===== src/rtl/id_ex_pipe_stage.sv =====
// ID/EX pipeline register feeding the ALU: captures decoded operands and control,
// resolves EX/MEM and MEM/WB forwarding, and inserts bubbles on flush and load-use hazards.
module id_ex_pipe_stage #(
    parameter int DATA_W = 32,
    parameter int REG_AW = 5
) (
    input  logic              clk,
    input  logic              rst_n,
    input  logic              stall,
    input  logic              flush,
    input  logic              id_valid,
    input  logic [REG_AW-1:0] id_rs,
    input  logic [REG_AW-1:0] id_rt,
    input  logic [REG_AW-1:0] id_dest,
    input  logic [DATA_W-1:0] id_rs_data,
    input  logic [DATA_W-1:0] id_rt_data,
    input  logic [DATA_W-1:0] id_imm,
    input  logic [1:0]        id_aluOP,
    input  logic [5:0]        id_funct,
    input  logic [4:0]        id_ctrl,
    input  logic              exmem_regwrite,
    input  logic [REG_AW-1:0] exmem_rd,
    input  logic [DATA_W-1:0] exmem_result,
    input  logic              memwb_regwrite,
    input  logic [REG_AW-1:0] memwb_rd,
    input  logic [DATA_W-1:0] memwb_result,
    output logic              ex_valid,
    output logic [DATA_W-1:0] alu_a,
    output logic [DATA_W-1:0] alu_b,
    output logic [1:0]        ex_aluOP,
    output logic [5:0]        ex_sel,
    output logic [DATA_W-1:0] ex_store_data,
    output logic [REG_AW-1:0] ex_dest,
    output logic [3:0]        ex_ctrl,
    output logic              load_use_haz
);

    logic              ex_valid_r;
    logic [4:0]        ex_ctrl_r;     // {regwrite, memread, memwrite, memtoreg, alusrc}
    logic [1:0]        ex_aluop_r;
    logic [5:0]        ex_sel_r;
    logic [REG_AW-1:0] ex_dest_r;
    logic [REG_AW-1:0] ex_rs_r;
    logic [REG_AW-1:0] ex_rt_r;
    logic [DATA_W-1:0] rs_data_r;
    logic [DATA_W-1:0] rt_data_r;
    logic [DATA_W-1:0] imm_r;

    logic              load_use_haz_s;
    logic              bubble_s;
    logic [DATA_W-1:0] fwd_rs_s;
    logic [DATA_W-1:0] fwd_rt_s;

    // Youngest producer wins; r0 is never forwarded since it reads as zero.
    function automatic logic [DATA_W-1:0] fwd_sel(
        input logic [REG_AW-1:0] src,
        input logic [DATA_W-1:0] rf_data,
        input logic              em_we,
        input logic [REG_AW-1:0] em_rd,
        input logic [DATA_W-1:0] em_res,
        input logic              mw_we,
        input logic [REG_AW-1:0] mw_rd,
        input logic [DATA_W-1:0] mw_res
    );
        logic [DATA_W-1:0] val;
        if (em_we && (em_rd != '0) && (em_rd == src)) begin
            val = em_res;
        end else if (mw_we && (mw_rd != '0) && (mw_rd == src)) begin
            val = mw_res;
        end else begin
            val = rf_data;
        end
        return val;
    endfunction

    // Load-use detection against the instruction currently waiting in ID.
    always_comb begin
        load_use_haz_s = ex_valid_r && ex_ctrl_r[3] && (ex_dest_r != '0) && id_valid &&
                         ((ex_dest_r == id_rs) || (ex_dest_r == id_rt));
        bubble_s       = flush || (!stall && (load_use_haz_s || !id_valid));
    end

    // Stage register: flush beats stall, stall beats hazard, hazard beats load.
    always_ff @(posedge clk or negedge rst_n) begin
        if (!rst_n) begin
            ex_valid_r <= 1'b0;
            ex_ctrl_r  <= 5'b0;
            ex_aluop_r <= 2'b0;
            ex_sel_r   <= 6'b0;
            ex_dest_r  <= '0;
            ex_rs_r    <= '0;
            ex_rt_r    <= '0;
            rs_data_r  <= '0;
            rt_data_r  <= '0;
            imm_r      <= '0;
        end else if (bubble_s) begin
            ex_valid_r <= 1'b0;
            ex_ctrl_r  <= 5'b0;
            ex_aluop_r <= 2'b0;
            ex_sel_r   <= 6'b0;
            ex_dest_r  <= '0;
        end else if (!stall) begin
            ex_valid_r <= 1'b1;
            ex_ctrl_r  <= id_ctrl;
            ex_aluop_r <= id_aluOP;
            ex_sel_r   <= id_funct;
            ex_dest_r  <= id_dest;
            ex_rs_r    <= id_rs;
            ex_rt_r    <= id_rt;
            rs_data_r  <= id_rs_data;
            rt_data_r  <= id_rt_data;
            imm_r      <= id_imm;
        end
    end

    // Operand forwarding and immediate selection into the ALU.
    always_comb begin
        fwd_rs_s = fwd_sel(ex_rs_r, rs_data_r, exmem_regwrite, exmem_rd, exmem_result,
                           memwb_regwrite, memwb_rd, memwb_result);
        fwd_rt_s = fwd_sel(ex_rt_r, rt_data_r, exmem_regwrite, exmem_rd, exmem_result,
                           memwb_regwrite, memwb_rd, memwb_result);
        if (ex_ctrl_r[0]) begin
            alu_b = imm_r;
        end else begin
            alu_b = fwd_rt_s;
        end
        alu_a         = fwd_rs_s;
        ex_store_data = fwd_rt_s;
    end

    assign ex_valid     = ex_valid_r;
    assign ex_aluOP     = ex_aluop_r;
    assign ex_sel       = ex_sel_r;
    assign ex_dest      = ex_dest_r;
    assign ex_ctrl      = ex_ctrl_r[4:1];
    assign load_use_haz = load_use_haz_s;

endmodule


===== config.mk =====
export PLATFORM = sky130hd
export DESIGN_NAME = id_ex_pipe_stage
export DESIGN_NICKNAME = d
export VERILOG_FILES = /design/src/rtl/id_ex_pipe_stage.sv
export SDC_FILE = /design/constraint.sdc
export NUM_CORES = 1
export LEC_CHECK = 0
export CAP_MARGIN = 5
export CELL_PAD_IN_SITES_DETAIL_PLACEMENT = 1
export CELL_PAD_IN_SITES_GLOBAL_PLACEMENT = 1
export CORE_MARGIN = 5
export CORE_UTILIZATION = 40
export DETAILED_ROUTE_END_ITERATION = 8
export DONT_BUFFER_PORTS = 1
export MAX_ROUTING_LAYER = met4
export PLACE_DENSITY = 0.78
export SETUP_SLACK_MARGIN = 0.2
export SYNTH_ARGS = -nofsm -noshare
export SYNTH_HDL_FRONTEND = slang
export SYNTH_SLANG_ARGS = --single-unit

===== constraint.sdc =====
create_clock -name clk -period 3.6 [get_ports clk]
set_clock_uncertainty 0.05 [all_clocks]
set_input_delay 0.9 -clock clk [delete_from_list [all_inputs] [get_ports clk]]
set_output_delay 0.9 -clock clk [all_outputs]
set_load 0.005 [all_outputs]

==> out/metrics.yaml, run 1 <==
yosys:
  postSynthRegisterBits: 125
  postSynth.topFlopCell: "sky130_fd_sc_hd__dfrtp_1"
  yosysWarnings: 0
  ys_top_cells_by_count: "sky130_fd_sc_hd__dfrtp_1 (125), sky130_fd_sc_hd__mux2_2 (105), sky130_fd_sc_hd__nor2_1 (40), sky130_fd_sc_hd__a21oi_1 (33)"
  yosysSeqAreaShare_pct: 44.72
  synthArstFlopShare_pct: 100.0
  ys_top_cells_by_area: "sky130_fd_sc_hd__dfrtp_1 (45%), sky130_fd_sc_hd__mux2_2 (17%), sky130_fd_sc_hd__mux2_1 (5.0%)"
  syn_inst: 653
  number_of_flops_mapped_to_enable_cells_by_yosys: 0
  netlist_area_um2: 6994
  syn_area_per_cell_um2: 10.71
  yosysMostFrequentCell: "sky130_fd_sc_hd__dfrtp_1"
  postSynthNetCount: 858
  synth_top_cell_by_area: "sky130_fd_sc_hd__dfrtp_1"
  synth_top_area_share_pct: 44.72
  synth.lib_cells_used.distinct: 33
placed_design:
  detailed_place_hpwl_um: 17250
  routabilityCongestion: 0.9683
  dpl_worst_slack_ps: 71.02
  port_buffers: 0
die:
  floorplan.die.height_um: 142.2
  initial_core_util_pct: 40.58
  io_pins: 320
  floorplan.die_area_um2: 20230
  core_um2: 17240
  die_x_um: 142.2
  rows: 48
detailed_routing:
  route.vias.total: 5508
  drt-pass1-iter-count: 4
  wl_um: 25900
  drt.antenna.violating_nets: 0
  via_per_inst: 6.007
  wl_per_cell_um: 28.25
  dr.first_iter.drc_count: 250
  drc: 0
power:
  total_power_mw: 4.805
  powerDensity_nw_per_um2: 539.5
  peakVddDrop_uv: 319.9
  leakagePower_nw: 3.551
final_layout:
  layout-area-overhead-vs-synth_pct: 27.35
  finalCoreUtilization_pct: 51.68
  final_nets: 881
  layout-drive-gt1-share_pct: 38.03
  fill_cells: 1785
global_route:
  globalRouteMet2Util_pct: 42.24
  grt_first_pass_wirelength_um: 36970
  grt_antenna_before_repair: 2
  grt-busiest-layer: "met2"
  grtUsageTotal_pct: 24.95
  grt_pass1_vias: 6231
  global_route.overflow_total: 0
  grt_start_max_net_pins: 126
  groute.layer.met3.usage_pct: 7.157
  globalRouteMet1Util_pct: 27.25
sta:
  finalMaxSlewViolations: 0
  hold_violations: 0
  finalSetupViolCount: 0
  final.setup.tns_ps: 0
  timing.max_slew.rel_slack_pct: 21.61
  tightest_slew_ps: 1176
  achievable-frequency_mhz: 285.0
  fin_worst_setup_slack_ps: 91.18
  grt_setup_unrepaired: "yes"
  period_share_pct: 97.47
  finalWorstPathRequiredPeriod_ps: 3509
critical_path:
  critical_path_class: "primary input to output port"
  cp-end-kind: "output port"
  worst_path_dominant_cell_family: "simple AND/OR/NAND/NOR gates"
  path_max_fanout: 8
  crit_path_cell_trace: "or4_4 > o211ai_4 > or2_4 > buf_12 > clkbuf_16 > a31oi_1 > mux2_2"
  critical_path.reg2reg.startpoint: "ex_dest[0]$_DFFE_PN0P_"
  worst_path_largest_cell_delay_ps: 540
  rr_endpoint: "rs_data_r[17]$_DFFE_PN0P_"
  critical-path-slowest-cell: "sky130_fd_sc_hd__or4_4"
  worstPathRequired_ps: 2650
  cp-start-kind: "primary input"
  cp_num_buf_inv: 2
  r2r_setup_slack_ps: 1210
  worstPathArrival_ps: 2560
  worst-r2r-cell-count: 6
cts:
  worst_setup_hold_path_clk_slew_ps: 70
  cts_made_buffers: 17
  cts_tree: "done"
  cts_max_level: 4
  clock_latency_ps: 410
  clock_path_buffers: 2
  tritoncts_sinks: 125
  post_cts_hold_buffer_count: 0
  clockRootBuffer: "sky130_fd_sc_hd__clkbuf_16"
status:
  outcome: "finished clean"
job:
  max-cap-violations: 0
hold_path:
  hold_path_class: "primary input to asynchronous set/reset pin"
==> state kept, by name, summed over array words and instances, names as in the netlist <==
register / count
ex_rt_r: 5
rt_data_r: 32
ex_rs_r: 5
ex_sel: 6
rs_data_r: 32
ex_ctrl_r: 5
imm_r: 32
ex_dest: 5
ex_aluOP: 2
ex_valid: 1
==> repair_timing <==
action | CTS | global route
gates cloned | 4 | 2
endpoints found under the setup margin | 41 | 65
pin swaps | 6 | 11
buffers inserted | 3 | 3
resized for setup | 47 | 71
==> power breakdown <==
part           leakage (nW)  switching (mW)  internal, mW
clock network         0.276           0.736         0.914
registers              1.51           0.170          1.64
logic                  1.76           0.641         0.705
total                  3.55            1.55          3.26
==> cell families after synthesis <==
family,synth area share [%]
compound gates,11.16
xor+xnor,3.757
simple gates,8.426
mux,26.48
buf+inv,5.456
flops,44.72
==> worst reg2reg max path: stages (launching register included) <==
cell                        delay (ps)
sky130_fd_sc_hd__dfrtp_1           470
sky130_fd_sc_hd__xnor2_1           170
sky130_fd_sc_hd__nand3_1           100
sky130_fd_sc_hd__o22ai_1           140
sky130_fd_sc_hd__a2111oi_4         500
sky130_fd_sc_hd__buf_12            370
sky130_fd_sc_hd__mux2_2            470
==> area by class of cell <==
class                           instances  area (um^2)  area share (%)
Clock buffer                           17        425.4           4.776
Tap cell                              225        281.5           3.161
Inverter                               32        120.1           1.349
Multi-Input combinational cell        441         4093           45.95
Clock inverter                         15        137.6           1.545
Timing Repair Buffer                   59        713.2           8.007
Sequential cell                       125         3129           35.13
Antenna cell                            3        7.507         0.08428
==> worst max path at each step <==
stage	start	cells after the start	to	slack (ps)
floorplan	exmem_rd[1]	7	alu_b[18]	210
global placement	exmem_rd[1]	6	alu_b[13]	110
detailed placement	exmem_rd[1]	6	alu_b[24]	70
CTS	exmem_rd[1]	7	alu_b[24]	110
global route	exmem_rd[1]	7	alu_b[25]	50
finish	exmem_rd[1]	7	alu_b[25]	90
==> layout by cell type (no fill, tap or decap), types with 13 or more instances in the layout <==
cell type / Yosys / layout
sky130_fd_sc_hd__dfrtp_1: 125 / 124
sky130_fd_sc_hd__mux2_2: 105 / 86
sky130_fd_sc_hd__nor2_1: 40 / 37
sky130_fd_sc_hd__buf_4: 7 / 36
sky130_fd_sc_hd__inv_1: 32 / 32
sky130_fd_sc_hd__mux2i_1: 32 / 32
sky130_fd_sc_hd__o21ai_0: 31 / 31
sky130_fd_sc_hd__mux2_1: 31 / 31
sky130_fd_sc_hd__or3_1: 30 / 30
sky130_fd_sc_hd__a21oi_1: 33 / 30
sky130_fd_sc_hd__xnor2_1: 27 / 27
sky130_fd_sc_hd__mux2_4: 0 / 19
sky130_fd_sc_hd__clkbuf_16: 0 / 19
sky130_fd_sc_hd__a22o_1: 18 / 18
sky130_fd_sc_hd__nor3_2: 0 / 15
sky130_fd_sc_hd__a31oi_4: 0 / 13
==> through the flow <==
stage	instances	hold WS (ps)	area [um^2]
6_report	917	126.4	8907
5_1_grt	916	101.7	8905
4_1_cts	909	100.3	8426
3_5_place_dp	870	418.6	7492
3_3_place_gp	870	413.8	7492
2_1_floorplan	653	401.2	6994
==> routing by layer <==
layer	up-vias	share of wire, %
li1	2399	-
met2	273	51
met4	0	3.3
met5	-	0
met3	52	7.3
met1	2784	38
No activity file was read; power rests on OpenSTA's default activity.
==> inputs of run 2 (changes only) <==
--- a/config.mk
+++ b/config.mk
@@ -5,15 +5,16 @@
 export SDC_FILE = /design/constraint.sdc
 export NUM_CORES = 1
 export LEC_CHECK = 0
+export ABC_AREA = 0
 export CAP_MARGIN = 5
 export CELL_PAD_IN_SITES_DETAIL_PLACEMENT = 1
 export CELL_PAD_IN_SITES_GLOBAL_PLACEMENT = 1
 export CORE_MARGIN = 5
-export CORE_UTILIZATION = 40
+export CORE_UTILIZATION = 47
 export DETAILED_ROUTE_END_ITERATION = 8
 export DONT_BUFFER_PORTS = 1
 export MAX_ROUTING_LAYER = met4
-export PLACE_DENSITY = 0.78
+export PLACE_DENSITY = 0.88
 export SETUP_SLACK_MARGIN = 0.2
 export SYNTH_ARGS = -nofsm -noshare
 export SYNTH_HDL_FRONTEND = slang
==> out/metrics.yaml, run 2 (same netlist as run 1, synthesis figures left out) <==
power:
  peakVddDrop_uv: 322.1  # +0.67%
  powerDensity_nw_per_um2: 561.5  # +4.1%
  leakagePower_nw: 3.598  # +1.3%
cts:
  post_cts_hold_buffer_count: 0  # unchanged
  worst_setup_hold_path_clk_slew_ps: 70  # about the same
  cts_tree: "done"
  cts_made_buffers: 17  # unchanged
  tritoncts_sinks: 125  # unchanged
  clock_latency_ps: 420  # about the same
  cts_max_level: 4  # unchanged
  clockRootBuffer: "sky130_fd_sc_hd__clkbuf_16"
  clock_path_buffers: 2  # unchanged
critical_path:
  worstPathArrival_ps: 2680  # +120 ps
  cp_num_buf_inv: 3  # +1
  path_common_cell: "sky130_fd_sc_hd__buf_12"
  worstPathRequired_ps: 2650  # about the same
  cp-start-kind: "primary input"
  worst-r2r-cell-count: 6  # unchanged
  critical_path_class: "primary input to output port"
  cp-end-kind: "output port"
  crit_path_cell_trace: "or4_4 > o211ai_4 > or2_4 > buf_12 > buf_12 > nor2_4 > o31ai_2 > buf_4"
  critical_path_cell_count: 8  # +1
  path_max_fanout: 6  # -2
  worst_path_dominant_cell_family: "simple AND/OR/NAND/NOR gates"
  worst_path_largest_cell_delay_ps: 550  # about the same
  critical-path-slowest-cell: "sky130_fd_sc_hd__or4_4"
placed_design:
  detailed_place_hpwl_um: 17250  # about the same
  port_buffers: 0  # unchanged
  placed_instance_count: 835  # -4.0%
  routabilityCongestion: 0.9220  # -4.8%
  dpl_worst_slack_ps: -13.68  # -84.70 ps
final_layout:
  layoutNonFillerInstCount: 885  # -3.5%
  reg_top3: "imm_r x32, rs_data_r x32, rt_data_r x32"
  regArea_um2: 3129  # unchanged
  fill_cells: 1407  # -21%
  finalCoreUtilization_pct: 61.31  # +9.6 points
  final_nets: 890  # +1.0%
  layout-area-overhead-vs-synth_pct: 27.89
  most_common_cell_after_layout_fill_and_taps_aside: "sky130_fd_sc_hd__dfrtp_1"
  layout.cells.most_common_list: "sky130_fd_sc_hd__dfrtp_1 (124), sky130_fd_sc_hd__mux2_2 (78), sky130_fd_sc_hd__buf_4 (37)"
  layout-drive-gt1-share_pct: 36.82  # -1.2 points
  multi_input_comb_area_um2: 4030  # -1.5%
sta:
  fin_hold_ws_ps: 112.1  # -14.28 ps
  finalMaxSlewViolations: 0  # unchanged
  fin_worst_setup_slack_ps: -27.63  # -118.8 ps
  achievable-frequency_mhz: 275.7  # -3.3%
  timing.max_slew.rel_slack_pct: 14.69  # -6.9 points
  period_share_pct: 100.8  # +3.3 points
  tightest_slew_ps: 1280  # +103.9 ps
  hold_violations: 0  # unchanged
  finalSetupViolCount: 1  # +1
  grt_setup_unrepaired: "yes"
  final.setup.tns_ps: -27.63  # -27.63 ps
  finalWorstPathRequiredPeriod_ps: 3628  # +118.8 ps
status:
  violations_in_the_final_reports: "setup timing"
  outcome: "finished, violations left"
detailed_routing:
  drt-pass1-iter-count: 5  # +1
  route.vias.total: 5868  # +6.5%
  wl_per_cell_um: 32.05  # +13%
  drc: 0  # unchanged
  via_per_inst: 6.631  # +10%
  dr.first_iter.drc_count: 305  # +22%
  drt.antenna.violating_nets: 0  # unchanged
  wl_um: 28370  # +9.5%
die:
  floorplan.die.height_um: 132.0  # -7.2%
  floorplan.die_area_um2: 17420  # -14%
  io_pins: 320  # unchanged
  die_x_um: 132.0  # -7.2%
  rows: 44  # -8.3%
  initial_core_util_pct: 47.94  # +7.4 points
  core_um2: 14590  # -15%
global_route:
  grt_pass1_vias: 6575  # +5.5%
  grt_first_pass_wirelength_um: 40340  # +9.1%
  grtUsageTotal_pct: 30.54  # +5.6 points
  grt_antenna_before_repair: 3  # +1
  grt_start_max_net_pins: 126  # unchanged
  global_route.overflow_total: 0  # unchanged
hold_path:
  hold_path_class: "primary input to asynchronous set/reset pin"
job:
  max-cap-violations: 0  # unchanged
## run 2: final timing paths
check	start	endpoint	slack, ps
max reg2reg	ex_dest[3]$_DFFE_PN0P_	rs_data_r[19]$_DFFE_PN0P_	1180
min reg2reg	rt_data_r[17]$_DFFE_PN0P_	rt_data_r[17]$_DFFE_PN0P_	440
max in group asynchronous	rst_n	rt_data_r[16]$_DFFE_PN0P_	3180
min in group clk	rt_data_r[17]$_DFFE_PN0P_	rt_data_r[17]$_DFFE_PN0P_	440
max	exmem_rd[1]	alu_b[20]	-30
min	rst_n	ex_sel[0]$_DFFE_PN0P_	110
## run 2: layer usage
metal	wire length (um)	vias to the layer above	GRT usage, %	part of all wire (%)
met4	1054	0	12.23	3.7
met2	14890	375	53.14	52
met1	9759	3006	31.79	34
li1	-	2406	-	-
met5	0	-	-	0
met3	2665	81	10.11	9.4
## run 2: layout make-up
class                      instances  area share, %
multi-input combinational        441          45.06
sequential                       125          34.98
timing repair buffer              68          9.176
clock buffer                      19          5.064
tap                              184          2.574
clock inverter                    13          1.721
inverter                          32          1.343
antenna                            3        0.08393
## run 2: metrics by stage
step / area [um^2] / power, mW
after floorplan: 6994 / 2.466
after global placement: 7498 / 2.837
after detailed placement: 7498 / 2.911
after CTS: 8625 / 4.841
after global routing: 8945 / 5.214
final: 8945 / 5.022
## run 2: what timing repair did
| item | 4_1_cts | 5_1_grt |
|---|---|---|
| resized for setup | 69 | 49 |
| pin swaps | 8 | 10 |
| setup endpoints to repair | 83 | 74 |
| cloned | 3 | 2 |
| setup buffers | 6 | 4 |
| hold endpoints to repair | 0 | 0 |
## run 2: power breakdown
group,switching (mW),internal (mW),total [mW]
clock network,0.711,1.07,1.78
logic,0.676,0.742,1.42
registers,0.181,1.64,1.82
==> inputs of run 3 (changes only) <==
--- a/config.mk
+++ b/config.mk
@@ -15,6 +15,7 @@
 export DONT_BUFFER_PORTS = 1
 export MAX_ROUTING_LAYER = met4
 export PLACE_DENSITY = 0.88
+export RECOVER_POWER = 100
 export SETUP_SLACK_MARGIN = 0.2
 export SYNTH_ARGS = -nofsm -noshare
 export SYNTH_HDL_FRONTEND = slang
==> out/metrics.yaml, run 3 (same netlist as run 1, synthesis figures left out) <==
global_route:
  grt_antenna_before_repair: 3  # unchanged
  grt_first_pass_wirelength_um: 40340  # unchanged
  global_route.overflow_total: 0  # unchanged
  grtUsageTotal_pct: 30.54  # unchanged
  grt_start_max_net_pins: 126  # unchanged
  grt_pass1_vias: 6575  # unchanged
cts:
  post_cts_hold_buffer_count: 0  # unchanged
  clockRootBuffer: "sky130_fd_sc_hd__clkbuf_16"
  cts_tree: "done"
  cts_made_buffers: 17  # unchanged
  clock_path_buffers: 2  # unchanged
  worst_setup_hold_path_clk_slew_ps: 60  # about the same
  tritoncts_sinks: 125  # unchanged
  cts_max_level: 4  # unchanged
  clock_latency_ps: 420  # about the same
power:
  swShare_pct: 31.26  # +0.034 points
  sequentialPowerShare_pct: 36.6  # +0.3 points
  power_report.internal_total_mw: 3.416  # -1.1%
  peakVddDrop_uv: 321.1  # -0.29%
  leakagePower_nw: 3.536  # -1.7%
  comb_power_share_pct: 27.6  # -0.6 points
  clockPowerShare_pct: 35.8  # +0.3 points
  p_sw_mw: 1.553  # -0.96%
  powerDensity_nw_per_um2: 563.8  # +0.42%
  total_power_mw: 4.969  # -1.1%
sta:
  finalMaxSlewViolations: 68  # +68
  grt_setup_unrepaired: "yes"
  finalSetupViolCount: 1  # unchanged
  tightest_slew_ps: 1712  # +432.4 ps
  timing.max_slew.rel_slack_pct: -14.13  # -29 points
  period_share_pct: 100.5  # -0.30 points
  fin_worst_setup_slack_ps: -16.78  # +10.85 ps
  fin_hold_ws_ps: 113.7  # +1.626 ps
  hold_violations: 0  # unchanged
  achievable-frequency_mhz: 276.5  # +0.30%
  finalWorstPathRequiredPeriod_ps: 3617  # -10.85 ps
critical_path:
  crit_path_cell_trace: "or4_4 > o211ai_4 > or2_4 > buf_12 > buf_12 > nor2_4 > o31ai_2 > buf_4"
  cp-start-kind: "primary input"
  worstPathRequired_ps: 2650  # about the same
  cp-end-kind: "output port"
  path_max_fanout: 6  # unchanged
  critical_path_class: "primary input to output port"
  path_common_cell: "sky130_fd_sc_hd__buf_12"
  worstPathArrival_ps: 2670  # about the same
  critical-path-slowest-cell: "sky130_fd_sc_hd__or4_4"
  worst_path_largest_cell_delay_ps: 550  # about the same
job:
  max-cap-violations: 2  # +2
final_layout:
  layout-area-overhead-vs-synth_pct: 25.99
  final_nets: 890  # unchanged
  layout-drive-gt1-share_pct: 33.95  # -2.9 points
  multi_input_comb_area_um2: 3999  # -0.78%
  fill_cells: 1427  # +1.4%
  layout.cells.most_common_list: "sky130_fd_sc_hd__dfrtp_1 (124), sky130_fd_sc_hd__mux2_2 (74), sky130_fd_sc_hd__nor2_1 (36)"
  reg_top3: "imm_r x32, rs_data_r x32, rt_data_r x32"
  most_common_cell_after_layout_fill_and_taps_aside: "sky130_fd_sc_hd__dfrtp_1"
  regArea_um2: 3129  # unchanged
die:
  floorplan.die.height_um: 132.0  # unchanged
  io_pins: 320  # unchanged
  rows: 44  # unchanged
  die_x_um: 132.0  # unchanged
  initial_core_util_pct: 47.94  # unchanged
  floorplan.die_area_um2: 17420  # unchanged
  core_um2: 14590  # unchanged
detailed_routing:
  wl_per_cell_um: 32.03  # about the same
  drc: 0  # unchanged
  drt.antenna.violating_nets: 0  # unchanged
  wl_um: 28350  # about the same
  dr.first_iter.drc_count: 326  # +6.9%
  via_per_inst: 6.633  # about the same
  route.vias.total: 5870  # +0.034%
  drt-pass1-iter-count: 5  # unchanged
placed_design:
  port_buffers: 0  # unchanged
  detailed_place_hpwl_um: 17250  # unchanged
  routabilityCongestion: 0.9220  # unchanged
status:
  outcome: "finished, violations left"
  violations_in_the_final_reports: "capacitance limit, slew limit, setup timing"
hold_path:
  hold_path_class: "primary input to asynchronous set/reset pin"
## run 3: changes by cell type in the layout (fill, tap and decap cells not counted), sizes merged
cell,previous run,this run
clkbuf,21,45
buf,66,42
## run 3: per-layer routing
metal  wire (um)  GRT usage, %  vias up
li1            -             -     2406
met1        9798         31.79     3014
met2       14910         53.14      370
met3        2607         10.11       80
met4        1037         12.23        0
met5           0             -        -
## run 3: area by class of cell
type | count | share of cell area [%]
Tap cell | 184 | 2.613
Clock inverter | 13 | 1.746
Antenna cell | 3 | 0.08519
Timing Repair Buffer | 68 | 8.164
Multi-Input combinational cell | 441 | 45.38
Inverter | 32 | 1.363
Sequential cell | 125 | 35.51
Clock buffer | 19 | 5.140
## run 3: per-stage QoR
stage,utilization (%),worst slack [ps],instances,TNS (ps),cell area (um^2)
3_3_place_gp,51.40,-10.08,835,-10.08,7498
4_1_cts,59.12,61.10,876,0,8625
6_report,60.40,-16.78,885,-16.78,8812
3_5_place_dp,51.40,-13.68,835,-37.93,7498
5_1_grt,60.40,-67.19,885,-70.54,8812
2_1_floorplan,-,207.5,653,0,6994
## run 3: worst paths after layout
path | depth (start not counted) | slack, ps | start | to
worst max-delay path | 8 | -20 | exmem_rd[1] | alu_b[20]
max in group asynchronous | 0 | 3200 | rst_n | imm_r[4]$_DFFE_PN0P_
worst min-delay path | 0 | 110 | rst_n | ex_sel[0]$_DFFE_PN0P_
worst max register to register | 6 | 360 | ex_dest[3]$_DFFE_PN0P_ | rs_data_r[15]$_DFFE_PN0P_
worst min register to register | 1 | 440 | rt_data_r[17]$_DFFE_PN0P_ | rt_data_r[17]$_DFFE_PN0P_
min in group clk | 1 | 440 | rt_data_r[17]$_DFFE_PN0P_ | rt_data_r[17]$_DFFE_PN0P_
## run 3: power groups by stage
stage / combinational (mW) / clock [mW] / sequential [mW]
floorplan: 0.714 / 0 / 1.75
global placement: 1.04 / 0 / 1.80
detailed placement: 1.09 / 0 / 1.82
CTS: 1.25 / 1.79 / 1.80
global route: 1.45 / 1.88 / 1.84
finish: 1.37 / 1.78 / 1.82
## run 3: worst max-delay path: cells and delay by family
kind | cells | cell delay [ps]
and+or+nand+nor | 3 | 810
buffers and inverters | 3 | 450
AOI/OAI and AO/OA | 2 | 490
## run 3: timing repair
| item | CTS | global route |
|---|---|---|
| resized for setup | 69 | 49 |
| buffers inserted | 6 | 4 |
| cloned | 3 | 2 |
| pin swaps | 8 | 10 |
| endpoints found under the setup margin | 83 | 74 |
